--- src/rtl/llc_rst_flush_ctrl.sv ---
// llc_rst_flush_ctrl
// Sweeps every LLC set once, either invalidating it (reset mode) or flushing
// it (flush mode). Each set is read into the way buffers (RD), then the
// update datapath is driven for one cycle (UPD). In flush mode a set holding
// dirty data can be handed to the writeback engine (WB) before moving on.
//
// Build option:
//   LLC_FLUSH_WB_EN  defined   -> WB state and wb_req/wb_ack handshake active
//                    undefined -> WB unreachable, wb_req tied low,
//                                 wb_needed/wb_ack ignored
module llc_rst_flush_ctrl #(
   parameter int SETS     = 256,
   parameter int SET_BITS = 8
) (
   input  logic                clk,
   input  logic                rst,
   input  logic                start_rst,
   input  logic                start_flush,
   input  logic                stall,
   input  logic                wb_needed,
   input  logic                wb_ack,
   output logic                rd_en,
   output logic [SET_BITS-1:0] set,
   output logic                update_en,
   output logic                is_rst_to_resume,
   output logic                is_flush_to_resume,
   output logic                wb_req,
   output logic                busy,
   output logic                done
);

   localparam logic [2:0] ST_IDLE = 3'd0;
   localparam logic [2:0] ST_RD   = 3'd1;
   localparam logic [2:0] ST_UPD  = 3'd2;
   localparam logic [2:0] ST_WB   = 3'd3;
   localparam logic [2:0] ST_DONE = 3'd4;

   localparam logic MODE_RST   = 1'b0;
   localparam logic MODE_FLUSH = 1'b1;

   localparam logic [SET_BITS-1:0] LAST_SET = SET_BITS'(SETS - 1);
   localparam logic [SET_BITS-1:0] SET_ZERO = {SET_BITS{1'b0}};
   localparam logic [SET_BITS-1:0] SET_ONE  = SET_BITS'(1);

   logic [2:0]          state_q, state_d;
   logic [SET_BITS-1:0] set_q, set_d;
   logic                mode_q, mode_d;
   logic                update_en_q, update_en_d;
   logic                is_rst_q, is_rst_d;
   logic                is_flush_q, is_flush_d;
   logic                wb_req_q, wb_req_d;
   logic                busy_q, busy_d;
   logic                done_q, done_d;

   // Writeback qualifiers: with writeback disabled the WB branch is never
   // taken, and an ack is treated as always present so that a corrupted
   // state register cannot park the sweep in WB.
   logic                wb_take_s;
   logic                wb_ack_s;
`ifdef LLC_FLUSH_WB_EN
   assign wb_take_s = (mode_q == MODE_FLUSH) && wb_needed;
   assign wb_ack_s  = wb_ack;
`else
   logic                unused_wb_s;
   assign unused_wb_s = wb_needed ^ wb_ack;
   assign wb_take_s   = 1'b0;
   assign wb_ack_s    = 1'b1;
`endif

   // Sweep sequencing: next state, set index and sweep mode.
   always_comb begin
      state_d = state_q;
      set_d   = set_q;
      mode_d  = mode_q;
      case (state_q)
         ST_IDLE: begin
            if (start_rst) begin
               // Reset wins over a simultaneous flush request.
               state_d = ST_RD;
               mode_d  = MODE_RST;
               set_d   = SET_ZERO;
            end else if (start_flush) begin
               state_d = ST_RD;
               mode_d  = MODE_FLUSH;
               set_d   = SET_ZERO;
            end else begin
               state_d = ST_IDLE;
            end
         end
         ST_RD: begin
            if (!stall) begin
               state_d = ST_UPD;
            end else begin
               state_d = ST_RD;
            end
         end
         ST_UPD: begin
            if (wb_take_s) begin
               state_d = ST_WB;
            end else if (set_q == LAST_SET) begin
               state_d = ST_DONE;
            end else begin
               state_d = ST_RD;
               set_d   = set_q + SET_ONE;
            end
         end
         ST_WB: begin
            if (!wb_ack_s) begin
               state_d = ST_WB;
            end else if (set_q == LAST_SET) begin
               state_d = ST_DONE;
            end else begin
               state_d = ST_RD;
               set_d   = set_q + SET_ONE;
            end
         end
         ST_DONE: begin
            // Set index stays at the last set; it is only cleared by a start.
            state_d = ST_IDLE;
         end
         default: begin
            state_d = ST_IDLE;
            set_d   = SET_ZERO;
            mode_d  = MODE_RST;
         end
      endcase
   end

   // Output decode from the next state so every status output is a flop.
   always_comb begin
      update_en_d = (state_d == ST_UPD);
      is_rst_d    = (state_d == ST_UPD) && (mode_d == MODE_RST);
      is_flush_d  = (state_d == ST_UPD) && (mode_d == MODE_FLUSH);
`ifdef LLC_FLUSH_WB_EN
      wb_req_d    = (state_d == ST_WB);
`else
      wb_req_d    = 1'b0;
`endif
      busy_d      = (state_d != ST_IDLE);
      done_d      = (state_d == ST_DONE);
   end

   // State and registered outputs; reset abandons any sweep in progress.
   always_ff @(posedge clk or negedge rst) begin
      if (!rst) begin
         state_q     <= ST_IDLE;
         set_q       <= SET_ZERO;
         mode_q      <= MODE_RST;
         update_en_q <= 1'b0;
         is_rst_q    <= 1'b0;
         is_flush_q  <= 1'b0;
         wb_req_q    <= 1'b0;
         busy_q      <= 1'b0;
         done_q      <= 1'b0;
      end else begin
         state_q     <= state_d;
         set_q       <= set_d;
         mode_q      <= mode_d;
         update_en_q <= update_en_d;
         is_rst_q    <= is_rst_d;
         is_flush_q  <= is_flush_d;
         wb_req_q    <= wb_req_d;
         busy_q      <= busy_d;
         done_q      <= done_d;
      end
   end

   // The read strobe has to follow this cycle's stall, so it is decoded from
   // the state flop rather than registered.
   assign rd_en              = (state_q == ST_RD) && !stall;
   assign set                = set_q;
   assign update_en          = update_en_q;
   assign is_rst_to_resume   = is_rst_q;
   assign is_flush_to_resume = is_flush_q;
   assign wb_req             = wb_req_q;
   assign busy               = busy_q;
   assign done               = done_q;

endmodule

--- config.mk ---
export PLATFORM = sky130hd
export DESIGN_NAME = llc_rst_flush_ctrl
export DESIGN_NICKNAME = d
export VERILOG_FILES = /design/src/rtl/llc_rst_flush_ctrl.sv
export SDC_FILE = /design/constraint.sdc
export NUM_CORES = 1
export LEC_CHECK = 0
export BUFFER_PORTS_ARGS = -buffer_cell sky130_fd_sc_hd__buf_2
export CAP_MARGIN = 25
export CORE_MARGIN = 2
export CORE_UTILIZATION = 30
export CTS_CLUSTER_DIAMETER = 120
export DETAILED_ROUTE_END_ITERATION = 12
export GPL_ROUTABILITY_DRIVEN = 0
export PLACE_DENSITY = 0.53
export SLEW_MARGIN = 20
export SYNTH_ARGS = -nofsm -noshare
export SYNTH_HDL_FRONTEND = slang
export SYNTH_SLANG_ARGS = --single-unit
--- constraint.sdc ---
create_clock -name clk -period 3.6 [get_ports clk]
set_clock_uncertainty 0.2 [all_clocks]
set_input_delay 0.36 -clock clk [delete_from_list [all_inputs] [get_ports clk]]
set_output_delay 0.36 -clock clk [all_outputs]
set_load 0.01 [all_outputs]
Word-level counts from Yosys, hierarchy flattened --
Index checks and enable logic that the tools add are counted.
Word-level totals: logic and storage cells 42, register bits after elaboration 17, output and inout port bits 15, input port bits 7
Cells by class: eq/ne operators 9, add/subtract/negate cells 1, reduce and logical (&&, ||, !) cells 10, mux-type cells 12, bitwise operators 2
Operators with widths (count):
- $mux 8 | 3
- $pmux 8 s3 | 1
- $eq 3x2->1 const B | 3
- $pmux 3 s3 | 1
- $add 8x1->8 const B | 1
- $eq 8x8->1 const B | 1
- $eq 3x3->1 const B | 2
- $mux 1 | 4
- $reduce_or 2->1 | 2
- $reduce_or 4->1 | 1
- $eq 3x1->1 const B | 1
- $logic_and 1x1->1 | 3
- $logic_not 3->1 | 1
- $mux 3 | 1
- $ne 3x3->1 const B | 1
- $reduce_and 3->1 | 1
- $reduce_bool 3->1 | 1
- $mux 2 | 1
- $ne 2x2->1 const B | 1
- $not 1->1 | 2
- $pmux 1 s2 | 1
- $logic_not 1->1 | 1

Longest topological paths before layout --
word-level depth 5, mapped depth 6

Worst setup path after synthesis --
Ideal clock, no wire load.
path kind reg-to-reg, from register set_q[0] (netlist: set[0]), to register set_q[5] (netlist: set[5]), data required time 3.321 ns, setup slack 1.453 ns, period minus slack after synthesis 2.147 ns, arrival 1.868 ns, cell stages (with the launch flop) 7, path through dfrtp_1 -> ha_1 -> and4_1 -> a41o_1 -> and3_4 -> or4_1 -> a21oi_1
On the way: word-level cells in the longest chain between the ends 3, elaborated cells on any way between the ends 6, classes of those cells add/sub (1); eq/ne (2); mux (2); reduce/logical (1)
RTL lines:
- from (decl) | RTL line 46 | logic [SET_BITS-1:0] set_q, set_d;
- from (signal assigned) | RTL line 157 | set_q <= set_d;
- $add 8x1->8 / $eq 8x8->1 (equally long branches)
- $mux 8 / $ne 2x2->1 (equally long branches)
- $pmux 8 s3 / $reduce_and 3->1 (equally long branches)
Parallel ways exist; a longest one is shown, timed or not. The select of a mux whose other input is x is not followed. A chain may end at the register's enable or synchronous reset.

Worst setup path in the final report --
from register state_q[2], to register set_q[7] (netlist: set[7])
On the way: word-level cells in the longest chain between the ends 4, elaborated cells on any way between the ends 12, classes of those cells eq/ne (6); mux (1); bitwise (1); reduce/logical (4)
RTL lines:
- from (decl) | RTL line 45 | logic [2:0] state_q, state_d;
- from (signal assigned) | RTL line 156 | state_q <= state_d;
- $eq 3x2->1, or another cell as far along | RTL line 75 | case (state_q)
- $reduce_or 2->1 (no source line)
- $ne 2x2->1 (no source line) / $not 1->1 (equally long branches)
- $reduce_and 3->1 (no source line)
Parallel ways exist; a longest one is shown, timed or not.

==> reports/results.ini <==
[finish]
nFillCells=263
layout_commonest_cell=buf_2
antenna_cells=0
syn2layout_area_growth_pct=18.6
layout-drive-gt1-share_pct=23.0
multi_input_area_sq_um=343
fin_area_sq_um=943
final_cell_mix=buf_2, dfrtp_1, nand2_1
final_net_count=109
regArea_sq_um=425

[detailed_routing]
drt_iter0_drc=13
routedWlPerCell_um=12.5
vias=650
vias_per_cell=5.00
postRouteAntennaNets=0
drt_wl_total_mm=1.63
drc_errors=0
drtPass1Iterations=4

[power_and_ir_drop]
swShare_pct=36.3
seqPwrFrac_pct=49.9
p_sw_uw=200
pwr-share-clk_pct=18.4
combPwrFrac_pct=31.7
ir_drop_v=0.000265
p_per_area_nw_per_um2=583
internal_power_uw=350
p_leak_nw=0.438

[clock_tree]
holdBufCountCts=1
clock-sinks=17
cts.repair.resized=0
cts_buffers=3
cts-root-buf=clkbuf_4
cts_tree=yes
clk_pin_slew_worst_paths_ps=100
clk_latency_ps=280
htreeDepth=1
post_cts_buffers=0
clockBufferDepth=2

[floorplanning]
core_sq_um=2500
dieArea_sq_um=3080
row_count=18
start_util_pct=31.8
die_y_um=55.5
die_x_um=55.5
ios=22

[timing]
finalSetupViolCount=0
max_slew.worst_pin.slew_ps=647
finalCritPeriodShare_pct=64.5
rsz0062_at_grt=no
final.setup.tns_ps=0
min_period_ps=2320
slew_headroom_pct=56.4
drv_slew=0
clock.fmax_mhz=430
hold_violations=0

[critical_path]
critPathLaunchType=flop
arrival_ps=2330
worstPathRequired_ps=3610
endpoint_kind=flop
path_buf_inv=0
cp_cell_sequence=or4_1 -> and3_4 -> or3_2 -> a21oi_1
cp_slowest_cell=or4_1
path_delay_family=simple AND/OR/NAND/NOR gates
critPathKind=flop to flop
crit_start=state_q[2]
r2r_start=state_q[2]
max_stage_delay_ps=680
crit_path_max_fanout=13

[worst_hold_path]
hold_start=stall
hp-class=input port to flop

[logic_synthesis]
synthDistinctLibCells=28
synth_top_area_cell=dfrtp_1
synth_seq_cells=17
syn_area_sq_um=796
ys_top_cells_by_area=dfrtp_1, xnor2_1, nand2_1
yosysSeqAreaShare_pct=53.5
synth.avg_cell_area_sq_um=9.95
syn_nets=88
yosys.area.top_type_share_pct=53.5
yosys_warnings=0
syn_inst=80

[grt]
overflow=0
antenna_found_initial=0
track_usage_pct=11.8
grt_max_degree=18
grt_pass1_vias=651
grt_pass1_wl_mm=2.94

[placement]
portBuffers=18
place_area_sq_um=907
dpl.hpwl_mm=1.16

[status]
status=finished, final reports clean

[job]
maxCapViolCount=0

cell type report:
| type | instances | area share (%) |
|---|---|---|
| flip-flops and latches | 17 | 45.1 |
| multi-input cells | 57 | 36.3 |
| repair buffers | 19 | 10.6 |
| well taps | 30 | 3.98 |
| clock buffers | 4 | 2.79 |
| inverters | 3 | 1.19 |
through the flow:
| step | total power, mW | setup WS (ps) | utilization (%) | hold slack, ps | cells |
|---|---|---|---|---|---|
| detailed placement | 0.454 | 1310 | 36.3 | 109 | 125 |
| global route | 0.601 | 1160 | 37.7 | 69.6 | 130 |
| floorplan | 0.395 | 1450 | - | -136 | 80 |
| finish | 0.550 | 1280 | 37.7 | 80.6 | 130 |
| CTS | 0.560 | 1280 | 37.7 | 70.1 | 130 |
| global placement | 0.451 | 1340 | 36.3 | 101 | 125 |
path summary, 6_finish.rpt:
| check | depth (start not counted) | end | slack [ps] |
|---|---|---|---|
| min reg2reg | 1 | set[1] | 360 |
| max in group asynchronous | 2 | set[3] | 2610 |
| min | 2 | state_q[1] | 80 |
| max | 4 | set[7] | 1280 |
| min in group asynchronous | 2 | state_q[1] | 320 |
| max reg2reg | 4 | set[7] | 1280 |
sequential cells by signal, indices dropped and copies added (netlist names):
| name | flops |
|---|---|
| update_en | 1 |
| set | 8 |
| done | 1 |
| busy | 1 |
| is_flush_to_resume | 1 |
| mode_q | 1 |
| state_q | 3 |
| is_rst_to_resume | 1 |
logic make-up after synthesis:
kind of cell             synth area share, %
AND/OR/NAND/NOR                         23.4
AO/OA/AOI/OAI                           13.2
flip-flops                              53.5
buffers and inverters                   3.46
XOR/XNOR                                4.40
adder cells (fa/ha/maj)                 1.57
other                                  0.471
cell usage after synthesis (all sizes together):
cell type,n
a32o,1
nor3b,1
nand3b,1
ha,1
o31ai,2
and4,1
and2,1
nor2,8
dfrtp,17
xnor2,4
conb,1
o21ai,4
buf,2
or3,2
a41o,1
nand4,1
inv,3
nand3,2
nor3,2
a31oi,4
clkbuf,1
nand2,9
or4,2
nor4b,3
and3,1
a21oi,5
power by group through the flow:
stage / Sequential (mW) / Clock, mW / Combinational, mW
floorplan: 0.282 / 0 / 0.112
global placement: 0.277 / 0 / 0.175
global route: 0.284 / 0.116 / 0.201
CTS: 0.275 / 0.108 / 0.177
finish: 0.275 / 0.101 / 0.174
detailed placement: 0.279 / 0 / 0.176
per-layer routing:
metal	vias to the layer above	track usage [%]	part of all wire [%]	routed length (um)
met5	-	0	0	0
met1	306	15.9	47	766
li1	329	-	-	-
met4	0	5.92	0.80	13
met3	2	2.34	4.1	66
met2	13	18.0	48	778
Power figures use the tool's default switching activity.
